`src/rtl/elastic_config_loader_if.sv`:
```
// rtl/elastic_config_loader_if.sv - valid/stop configuration record stream between record source and loader
interface elastic_config_loader_if #(
    parameter int PE_ID_WIDTH             = 5,
    parameter int CONTEXT_SIZE_BIT_LENGTH = 3,
    parameter int INPUT_NUM_BIT_LENGTH    = 3,
    parameter int NEIGHBOR_PE_NUM         = 4,
    parameter int OPERATION_BIT_LENGTH    = 4,
    parameter int DATA_WIDTH              = 32
);
    logic                               cfg_valid;
    logic                               cfg_stop;
    logic [PE_ID_WIDTH-1:0]             cfg_pe_id;
    logic [CONTEXT_SIZE_BIT_LENGTH-1:0] cfg_context_index;
    logic [INPUT_NUM_BIT_LENGTH-1:0]    cfg_input_index_1;
    logic [INPUT_NUM_BIT_LENGTH-1:0]    cfg_input_index_2;
    logic [NEIGHBOR_PE_NUM-1:0]         cfg_output_mask;
    logic [OPERATION_BIT_LENGTH-1:0]    cfg_op;
    logic [DATA_WIDTH-1:0]              cfg_const_data;

    modport master (
        output cfg_valid, cfg_pe_id, cfg_context_index, cfg_input_index_1,
               cfg_input_index_2, cfg_output_mask, cfg_op, cfg_const_data,
        input  cfg_stop
    );

    modport slave (
        input  cfg_valid, cfg_pe_id, cfg_context_index, cfg_input_index_1,
               cfg_input_index_2, cfg_output_mask, cfg_op, cfg_const_data,
        output cfg_stop
    );
endinterface

```
`src/rtl/elastic_config_loader.sv`:
```
// rtl/elastic_config_loader.sv - record stream to per-PE config writes plus start_exec; optional CONFIG_LOADER_BROADCAST_EN
module elastic_config_loader #(
    parameter int PE_NUM                  = 16,
    parameter int PE_ID_WIDTH             = 5,
    parameter int CONTEXT_SIZE            = 8,
    parameter int CONTEXT_SIZE_BIT_LENGTH = 3,
    parameter int INPUT_NUM_BIT_LENGTH    = 3,
    parameter int NEIGHBOR_PE_NUM         = 4,
    parameter int OPERATION_BIT_LENGTH    = 4,
    parameter int DATA_WIDTH              = 32,
    parameter int COUNT_WIDTH             = 16
) (
    input  logic                               clk,
    input  logic                               reset_n,
    input  logic                               load_start_i,
    input  logic                               load_abort_i,
    input  logic [COUNT_WIDTH-1:0]             load_entry_count_i,
    elastic_config_loader_if.slave             cfg_if,
    output logic [INPUT_NUM_BIT_LENGTH-1:0]    config_input_PE_index_1_o,
    output logic [INPUT_NUM_BIT_LENGTH-1:0]    config_input_PE_index_2_o,
    output logic [NEIGHBOR_PE_NUM-1:0]         config_output_PE_index_o,
    output logic [OPERATION_BIT_LENGTH-1:0]    config_op_o,
    output logic [DATA_WIDTH-1:0]              config_const_data_o,
    output logic [CONTEXT_SIZE_BIT_LENGTH-1:0] config_index_o,
    output logic [PE_NUM-1:0]                  write_config_data_o,
    output logic [CONTEXT_SIZE_BIT_LENGTH-1:0] mapping_context_max_id_o,
    output logic                               start_exec_o,
    output logic                               busy_o,
    output logic                               done_o,
    output logic                               error_o
);
    typedef enum logic [1:0] {IDLE, LOAD, START} state_t;

    state_t                               state_q;
    logic [COUNT_WIDTH-1:0]               remaining_q, remaining_d;
    logic [CONTEXT_SIZE_BIT_LENGTH-1:0]   max_id_q, max_id_d, map_max_q;
    logic [INPUT_NUM_BIT_LENGTH-1:0]      in1_q, in2_q;
    logic [NEIGHBOR_PE_NUM-1:0]           out_mask_q;
    logic [OPERATION_BIT_LENGTH-1:0]      op_q;
    logic [DATA_WIDTH-1:0]                const_q;
    logic [CONTEXT_SIZE_BIT_LENGTH-1:0]   ctx_q;
    logic [PE_NUM-1:0]                    wr_q;
    logic                                 start_q, done_q, error_q;

    logic              accept, pe_ok, ctx_ok, bcast, drop;
    logic [PE_NUM-1:0] wr_mask;

    // Stop depends only on state so the source never sees a path from its own valid.
    assign cfg_if.cfg_stop = (state_q != LOAD);
    assign accept          = (state_q == LOAD) && cfg_if.cfg_valid;
    assign pe_ok           = int'(cfg_if.cfg_pe_id) < PE_NUM;
    assign ctx_ok          = int'(cfg_if.cfg_context_index) < CONTEXT_SIZE;
`ifdef CONFIG_LOADER_BROADCAST_EN
    assign bcast           = &cfg_if.cfg_pe_id;
`else
    assign bcast           = 1'b0;
`endif
    assign drop            = !ctx_ok || !(pe_ok || bcast);
    assign wr_mask         = bcast ? {PE_NUM{1'b1}} : (PE_NUM'(1) << cfg_if.cfg_pe_id);
    assign remaining_d     = remaining_q - COUNT_WIDTH'(1);
    assign max_id_d        = (!drop && (cfg_if.cfg_context_index > max_id_q)) ?
                             cfg_if.cfg_context_index : max_id_q;

    always_ff @(posedge clk or negedge reset_n) begin
        if (!reset_n) begin
            state_q     <= IDLE;
            remaining_q <= '0;
            max_id_q    <= '0;
            map_max_q   <= '0;
            in1_q       <= '0;
            in2_q       <= '0;
            out_mask_q  <= '0;
            op_q        <= '0;
            const_q     <= '0;
            ctx_q       <= '0;
            wr_q        <= '0;
            start_q     <= 1'b0;
            done_q      <= 1'b0;
            error_q     <= 1'b0;
        end else begin
            wr_q    <= '0;
            start_q <= 1'b0;
            if (accept) begin
                in1_q       <= cfg_if.cfg_input_index_1;
                in2_q       <= cfg_if.cfg_input_index_2;
                out_mask_q  <= cfg_if.cfg_output_mask;
                op_q        <= cfg_if.cfg_op;
                const_q     <= cfg_if.cfg_const_data;
                ctx_q       <= cfg_if.cfg_context_index;
                remaining_q <= remaining_d;
                max_id_q    <= max_id_d;
                if (drop) error_q <= 1'b1;
                else      wr_q    <= wr_mask;
            end
            case (state_q)
                IDLE: begin
                    if (load_start_i) begin
                        remaining_q <= load_entry_count_i;
                        max_id_q    <= '0;
                        done_q      <= 1'b0;
                        error_q     <= 1'b0;
                        state_q     <= (load_entry_count_i != '0) ? LOAD : START;
                    end
                end
                LOAD: begin
                    if (load_abort_i) begin
                        state_q <= IDLE;
                    end else if (accept && remaining_q == COUNT_WIDTH'(1)) begin
                        // Start fires on the same edge as the final write.
                        state_q   <= START;
                        start_q   <= 1'b1;
                        map_max_q <= max_id_d;
                    end
                end
                START: begin
                    if (load_abort_i) begin
                        state_q <= IDLE;
                    end else if (!start_q) begin
                        start_q   <= 1'b1;
                        map_max_q <= max_id_q;
                    end else begin
                        done_q  <= 1'b1;
                        state_q <= IDLE;
                    end
                end
                default: state_q <= IDLE;
            endcase
        end
    end

    assign config_input_PE_index_1_o = in1_q;
    assign config_input_PE_index_2_o = in2_q;
    assign config_output_PE_index_o  = out_mask_q;
    assign config_op_o               = op_q;
    assign config_const_data_o       = const_q;
    assign config_index_o            = ctx_q;
    assign write_config_data_o       = wr_q;
    assign mapping_context_max_id_o  = map_max_q;
    assign start_exec_o              = start_q;
    assign busy_o                    = (state_q != IDLE);
    assign done_o                    = done_q;
    assign error_o                   = error_q;
endmodule

```
`src/flat_wrapper.sv`:
```
// flat-port wrapper written by rule: the top's interface ports become plain ports
module elastic_config_loader_flat 
#(
    parameter int PE_NUM                  = 16,
    parameter int PE_ID_WIDTH             = 5,
    parameter int CONTEXT_SIZE            = 8,
    parameter int CONTEXT_SIZE_BIT_LENGTH = 3,
    parameter int INPUT_NUM_BIT_LENGTH    = 3,
    parameter int NEIGHBOR_PE_NUM         = 4,
    parameter int OPERATION_BIT_LENGTH    = 4,
    parameter int DATA_WIDTH              = 32,
    parameter int COUNT_WIDTH             = 16
)
  (clk, reset_n, load_start_i, load_abort_i, load_entry_count_i, config_input_PE_index_1_o, config_input_PE_index_2_o, config_output_PE_index_o, config_op_o, config_const_data_o, config_index_o, write_config_data_o, mapping_context_max_id_o, start_exec_o, busy_o, done_o, error_o, cfg_if_cfg_valid, cfg_if_cfg_pe_id, cfg_if_cfg_context_index, cfg_if_cfg_input_index_1, cfg_if_cfg_input_index_2, cfg_if_cfg_output_mask, cfg_if_cfg_op, cfg_if_cfg_const_data, cfg_if_cfg_stop);
  elastic_config_loader_if #(.PE_ID_WIDTH(PE_ID_WIDTH), .CONTEXT_SIZE_BIT_LENGTH(CONTEXT_SIZE_BIT_LENGTH), .INPUT_NUM_BIT_LENGTH(INPUT_NUM_BIT_LENGTH), .NEIGHBOR_PE_NUM(NEIGHBOR_PE_NUM), .OPERATION_BIT_LENGTH(OPERATION_BIT_LENGTH), .DATA_WIDTH(DATA_WIDTH)) cfg_if_i ();
  input  logic clk;
  input  logic reset_n;
  input  logic load_start_i;
  input  logic load_abort_i;
  input  logic [COUNT_WIDTH-1:0] load_entry_count_i;
  output logic [INPUT_NUM_BIT_LENGTH-1:0] config_input_PE_index_1_o;
  output logic [INPUT_NUM_BIT_LENGTH-1:0] config_input_PE_index_2_o;
  output logic [NEIGHBOR_PE_NUM-1:0] config_output_PE_index_o;
  output logic [OPERATION_BIT_LENGTH-1:0] config_op_o;
  output logic [DATA_WIDTH-1:0] config_const_data_o;
  output logic [CONTEXT_SIZE_BIT_LENGTH-1:0] config_index_o;
  output logic [PE_NUM-1:0] write_config_data_o;
  output logic [CONTEXT_SIZE_BIT_LENGTH-1:0] mapping_context_max_id_o;
  output logic start_exec_o;
  output logic busy_o;
  output logic done_o;
  output logic error_o;
  input wire logic [$bits(cfg_if_i.cfg_valid)-1:0] cfg_if_cfg_valid;
  input wire logic [$bits(cfg_if_i.cfg_pe_id)-1:0] cfg_if_cfg_pe_id;
  input wire logic [$bits(cfg_if_i.cfg_context_index)-1:0] cfg_if_cfg_context_index;
  input wire logic [$bits(cfg_if_i.cfg_input_index_1)-1:0] cfg_if_cfg_input_index_1;
  input wire logic [$bits(cfg_if_i.cfg_input_index_2)-1:0] cfg_if_cfg_input_index_2;
  input wire logic [$bits(cfg_if_i.cfg_output_mask)-1:0] cfg_if_cfg_output_mask;
  input wire logic [$bits(cfg_if_i.cfg_op)-1:0] cfg_if_cfg_op;
  input wire logic [$bits(cfg_if_i.cfg_const_data)-1:0] cfg_if_cfg_const_data;
  output wire logic [$bits(cfg_if_i.cfg_stop)-1:0] cfg_if_cfg_stop;
  assign cfg_if_i.cfg_valid = cfg_if_cfg_valid;
  assign cfg_if_i.cfg_pe_id = cfg_if_cfg_pe_id;
  assign cfg_if_i.cfg_context_index = cfg_if_cfg_context_index;
  assign cfg_if_i.cfg_input_index_1 = cfg_if_cfg_input_index_1;
  assign cfg_if_i.cfg_input_index_2 = cfg_if_cfg_input_index_2;
  assign cfg_if_i.cfg_output_mask = cfg_if_cfg_output_mask;
  assign cfg_if_i.cfg_op = cfg_if_cfg_op;
  assign cfg_if_i.cfg_const_data = cfg_if_cfg_const_data;
  assign cfg_if_cfg_stop = cfg_if_i.cfg_stop;
  elastic_config_loader #(.PE_NUM(PE_NUM), .PE_ID_WIDTH(PE_ID_WIDTH), .CONTEXT_SIZE(CONTEXT_SIZE), .CONTEXT_SIZE_BIT_LENGTH(CONTEXT_SIZE_BIT_LENGTH), .INPUT_NUM_BIT_LENGTH(INPUT_NUM_BIT_LENGTH), .NEIGHBOR_PE_NUM(NEIGHBOR_PE_NUM), .OPERATION_BIT_LENGTH(OPERATION_BIT_LENGTH), .DATA_WIDTH(DATA_WIDTH), .COUNT_WIDTH(COUNT_WIDTH)) u_core (.clk(clk), .reset_n(reset_n), .load_start_i(load_start_i), .load_abort_i(load_abort_i), .load_entry_count_i(load_entry_count_i), .cfg_if(cfg_if_i), .config_input_PE_index_1_o(config_input_PE_index_1_o), .config_input_PE_index_2_o(config_input_PE_index_2_o), .config_output_PE_index_o(config_output_PE_index_o), .config_op_o(config_op_o), .config_const_data_o(config_const_data_o), .config_index_o(config_index_o), .write_config_data_o(write_config_data_o), .mapping_context_max_id_o(mapping_context_max_id_o), .start_exec_o(start_exec_o), .busy_o(busy_o), .done_o(done_o), .error_o(error_o));
endmodule
```
`config.mk`:
```
export PLATFORM = sky130hd
export DESIGN_NAME = elastic_config_loader_flat
export DESIGN_NICKNAME = d
export VERILOG_FILES = /design/src/rtl/elastic_config_loader_if.sv /design/src/rtl/elastic_config_loader.sv /design/src/flat_wrapper.sv
export SDC_FILE = /design/constraint.sdc
export NUM_CORES = 1
export LEC_CHECK = 0
export ABC_AREA = 1
export CAP_MARGIN = 10
export CORE_ASPECT_RATIO = 1.25
export CORE_MARGIN = 1
export CORE_UTILIZATION = 40
export DETAILED_ROUTE_END_ITERATION = 12
export PLACE_DENSITY = 0.73
export SYNTH_ARGS = -nofsm -noshare
export SYNTH_HDL_FRONTEND = slang
export SYNTH_SLANG_ARGS = --single-unit
```
`constraint.sdc`:
```
create_clock -name clk -period 1.6 [get_ports clk]
set_input_delay 0.4 -clock clk [delete_from_list [all_inputs] [get_ports clk]]
set_output_delay 0.4 -clock clk [all_outputs]
set_load 0.05 [all_outputs]
```
### Word level (Yosys, flattened, before mapping)

Cells that the tools add are included.

* register bits: 92
* input bits: 75
* output and inout port bits: 73
* logic and storage cells: 75

* $add $sub $neg: 1
* $lt $le $gt $ge: 2
* eq/ne operators: 12
* shift-type cells: 1
* mux-type cells: 34
* reductions and logical operators: 11

Operators with widths (number)
* $mux W16: 5
* $mux W3: 8
* $eq A16 B1 Y1 const B: 1
* $reduce_bool A16 Y1: 1
* $shl A1 B5 Y16 const A: 1
* $sub A16 B1 Y16 const B: 1
* $mux W2: 6
* $mux W1: 11
* $ne A2 B2 Y1 const B: 5
* $pmux W2 S3: 1
* $pmux W3 S2: 1
* $reduce_bool A2 Y1: 3
* $lt A5 B5 Y1 const B: 1
* $reduce_and A5 Y1: 1
* $ne A2 B1 Y1 const B: 2
* $pmux W1 S2: 2
* $reduce_and A4 Y1: 1
* $gt A3 B3 Y1: 1
* $logic_and A1 B1 Y1: 3
* $ne A3 B2 Y1 const B: 1
* $ne A3 B3 Y1 const B: 1
* $reduce_and A3 Y1: 1
* $eq A2 B1 Y1 const B: 1
* $eq A2 B2 Y1 const B: 1
* $logic_not A2 Y1: 1

### Logic depth before layout (Yosys ltp)

* depth in word-level cells: 6
* mapped depth: 11
* depth with buffers taken out: 11

### Least setup slack after synthesis

Ideal clock, no wire load.

* path kind: flip-flop to flip-flop
* start point: register u_core.state_q[1]
* end point: register u_core.map_max_q[0], in the netlist u_core.mapping_context_max_id_o[0]
* library setup time: 118 ps
* data arrival time: 1486 ps
* required time: 1482 ps
* path slack: -4 ps
* cell stages (with the launch flop): 11
* buffers on the path: 0
* clock period less this slack: 1604 ps
* cells stage by stage: dfrtp_1 -> inv_1 -> ha_1 -> inv_1 -> a21oi_1 -> nand2_1 -> inv_1 -> nand2_1 -> clkinv_1 -> nand2_1 -> nand2_1

* word-level cells in the longest chain between the ends: 5
* elaborated cells between the ends (all ways): 11
* classes of those cells: eq/ne: 6; mux: 1; reduce/logical: 4

RTL lines
* from (decl): line elastic_config_loader.sv:34 `state_t state_q;`
* from (signal assigned): line elastic_config_loader.sv:102 `state_q <= (load_entry_count_i != '0) ? LOAD : START;`
* $eq A2 B1 Y1: line elastic_config_loader.sv:50, elastic_config_loader.sv:95
* $logic_and A1 B1 Y1: line elastic_config_loader.sv:50 `assign accept = (state_q == LOAD) && cfg_if.cfg_valid;`
* $logic_and A1 B1 Y1: line elastic_config_loader.sv:108 `end else if (accept && remaining_q == COUNT_WIDTH'(1)) begin`
* $ne A2 B2 Y1 (no line)
* $reduce_and A5 Y1 (no line)
* to (signal assigned): line elastic_config_loader.sv:112 `map_max_q <= max_id_d;`
* to (signal assigned): line elastic_config_loader.sv:120 `map_max_q <= max_id_q;`
* to (decl): line elastic_config_loader.sv:36 `logic [CONTEXT_SIZE_BIT_LENGTH-1:0] max_id_q, max_id_d, map_max_q;`

Parallel ways exist; a longest one is shown, timed or not.
A chain may end at the register's enable or synchronous reset.

### Worst setup path in the final report

* start point: register u_core.state_q[1]
* end point: output cfg_if_cfg_stop

* word-level cells in the longest chain between the ends: 1

RTL lines
* $ne A2 B1 Y1: line elastic_config_loader.sv:49 `assign cfg_if.cfg_stop = (state_q != LOAD);`
* to (decl): line flat_wrapper.sv:41 `output wire logic [$bits(cfg_if_i.cfg_stop)-1:0] cfg_if_cfg_stop;`

Every way passes these cells.

==> flow_metrics.py <==
metrics = {
    "status": {
        "outcome": "finished, violations left",
        "violations": "setup timing",
    },
    "pwr": {
        "p_clk_share_pct": 15.7,
        "p_int_uw": 8300,
        "p_total_uw": 14700,
        "switching_share_pct": 43.4,
        "p_per_area_nw_per_um2": 2040,
        "p_comb_share_pct": 56.0,
        "vdd_drop_max_uv": 1330,
        "p_seq_share_pct": 28.3,
        "switchingPower_uw": 6370,
        "p_leak_uw": 0.00348,
    },
    "route": {
        "ant_nets": 0,
        "drt_pass1_iterations": 4,
        "viasPerCell": 4.89,
        "drt_iter0_drc": 184,
        "vias": 4029,
        "routedWlPerCell_um": 14.5,
        "wl_mm": 11.9,
        "drc": 0,
    },
    "yosys": {
        "synthCells": 520,
        "synthTopCellsByArea": "dfrtp_1, nand2_1, nor2_1",
        "ys_types": 28,
        "synth_top_area_cell": "dfrtp_1",
        "yosys_warnings": 0,
        "yosysSeqAreaShare_pct": 55.3,
        "synth_area_um2": 4160,
        "ys_seq_elements": 92,
        "synth_top_area_share_pct": 55.3,
        "synth_area_per_cell_um2": 8.01,
        "synth_nets": 603,
    },
    "floorplan": {
        "rows": 41,
        "start_util_pct": 41.2,
        "core_um2": 10100,
        "fp.dieW_um": 93.2,
        "num_io_pins": 148,
        "dieArea_um2": 10800,
        "fp.dieH_um": 116,
    },
    "critical_path": {
        "reg2reg_to": "u_core.remaining_q[12]",
        "path_max_fanout": 2,
        "critPathArrivalTime_ns": 1.28,
        "required_ns": 1.20,
        "worst_setup_path_start_kind": "flip-flop",
        "criticalPathCategory": "reg -> out",
        "r2r_setup_slack_ns": 0,
        "rr_worst_depth": 11,
        "end_kind": "output pin",
        "r2r-start": "u_core.state_q[1]",
    },
    "clocking": {
        "htreeDepth": 3,
        "cts.sinks": 92,
        "cts_buffer_depth": 2,
        "clkTransAtPathRegs_ns": 0.07,
        "insertion_delay_ns": 0.34,
        "tritoncts": "built",
        "root_buffer": "clkbuf_16",
        "cts_buffers": 9,
    },
    "job": {
        "maxCapViolCount": 0,
    },
    "placed_design": {
        "io_buffers": 147,
        "post-place-ws_ns": -0.398,
        "dpl_cell_area_um2": 6610,
        "gp_congestion": 0.858,
        "dp.cells": 801,
        "place_hpwl_mm": 8.54,
    },
    "timing": {
        "rsz0062_at_grt": "true",
        "fin_ws_ns": -0.0837,
        "worst_slew_pin_slew_ns": 0.486,
        "maxSlewHeadroom_pct": 67.6,
        "fin_crit_ns": 1.68,
        "fin_skew_ns": 0.00705,
        "max_freq_ghz": 0.594,
        "drv_slew": 0,
        "holdWs_ns": 0.109,
        "finalSetupViolations": 4,
        "fin_crit_sh_pct": 105,
        "hold_violations": 0,
    },
    "final_layout": {
        "final_common_cell": "nand2_1",
        "drive_above_1_share_pct": 23.6,
        "fin_nets": 773,
        "n_fill_cell": 760,
        "design_area_um2": 7180,
        "layout_common_cells": "nand2_1, dfrtp_1, buf_12",
        "antennaDiodeCount": 0,
        "final_cells": 824,
        "area_growth_pct": 72.6,
    },
    "global_route": {
        "antenna_found_initial": 0,
        "grtUsageTotal_pct": 22.7,
        "overflow": 0,
        "grt_max_degree": 93,
        "grt_pass1_wl_mm": 18.8,
        "grt_pass1_vias": 3999,
    },
    "worst_hold_path": {
        "hold_class": "in -> async",
    },
}
stage by stage:
step | util (%) | setup TNS [ns]
after floorplan | - | 0
after global placement | 65.4 | -10.46
after detailed placement | 65.4 | -11.73
after CTS | 69.4 | -0.152
after global routing | 71.1 | -0.620
final | 71.1 | -0.182
what timing repair did:
item,4_1_cts,5_1_grt
setup buffers,3,3
gates cloned,0,1
hold buffers,0,0
pin swaps,2,18
gates resized for setup,11,41
setup endpoints to repair,8,20
flip-flops by register name, summed over array words and instances (netlist names):
| signal | cells |
|---|---|
| u_core.remaining_q | 16 |
| u_core.config_const_data_o | 32 |
| u_core.start_exec_o | 1 |
| u_core.config_output_PE_index_o | 4 |
| u_core.config_input_PE_index_1_o | 3 |
| u_core.done_o | 1 |
| u_core.config_input_PE_index_2_o | 3 |
| u_core.max_id_q | 3 |
| u_core.mapping_context_max_id_o | 3 |
| u_core.error_o | 1 |
| u_core.state_q | 2 |
| u_core.config_index_o | 3 |
| u_core.write_config_data_o | 16 |
| u_core.config_op_o | 4 |
worst max-delay path by stage:
stage / cells after the start / startpoint / endpoint / slack [ns]
2_1_floorplan: 9 / u_core.state_q[1] / u_core.mapping_context_max_id_o[0] / 0.06
3_5_place_dp: 10 / cfg_if_cfg_context_index[2] / u_core.mapping_context_max_id_o[1] / -0.40
4_1_cts: 5 / u_core.state_q[1] / cfg_if_cfg_stop / -0.08
5_1_grt: 5 / u_core.state_q[1] / cfg_if_cfg_stop / -0.14
3_3_place_gp: 10 / cfg_if_cfg_context_index[2] / u_core.mapping_context_max_id_o[2] / -0.29
6_report: 5 / u_core.state_q[1] / cfg_if_cfg_stop / -0.08
logic make-up (layout without fill, tap and decap cells):
family	Yosys count	count (layout)	share of synthesized area (%)
xor gates and xnor gates	3	3	0.631
and+or+nand+nor	330	331	32.4
buffers and inverters	59	233	5.53
DFF	92	92	55.3
AOI/OAI and AO/OA	28	28	3.70
adders and majority gates	8	8	2.40
critical path: stages, from the launching register on:
cell	delay, ns
dfrtp_1	0.39
inv_2	0.08
ha_4	0.13
buf_6	0.10
clkinvlp_4	0.09
buf_8	0.16
cell usage after synthesis, drive strengths merged:
library cell,instances
nand4,6
o21ai,10
dfrtp,92
a21oi,10
xor2,3
o211ai,1
inv,43
nor3b,1
nor3,2
clkinv,2
buf,7
ha,8
nand2,224
nor2,62
o21a,2
nand3b,2
nand3,32
a31oi,5
clkbuf,7
or2,1
metal layers:
| metal | track usage (%) | vias to the layer above | routed length, um |
|---|---|---|---|
| li1 | - | 1951 | - |
| met1 | 25.0 | 1896 | 4350 |
| met2 | 40.4 | 159 | 6470 |
| met3 | 5.91 | 23 | 776 |
| met4 | 11.0 | 0 | 313 |
| met5 | 0 | - | 0 |
power groups by stage:
stage	clock, uW	combinational, uW	sequential [uW]
detailed placement	0	7820	4160
floorplan	0	2020	5920
global placement	0	7700	4100
CTS	2340	7990	4140
finish	2300	8210	4160
global route	2460	8700	4260
final cells by class:
class / instances / area [um2] / share of cell area [%]
well taps: 129 / 161 / 2.25
repair buffers: 172 / 2410 / 33.6
clock inverters: 6 / 86.3 / 1.20
inverters: 45 / 178 / 2.47
flip-flops and latches: 92 / 2300 / 32.1
multi-input cells: 370 / 1800 / 25.1
clock buffers: 10 / 239 / 3.33
Power figures use the tool's default switching activity.
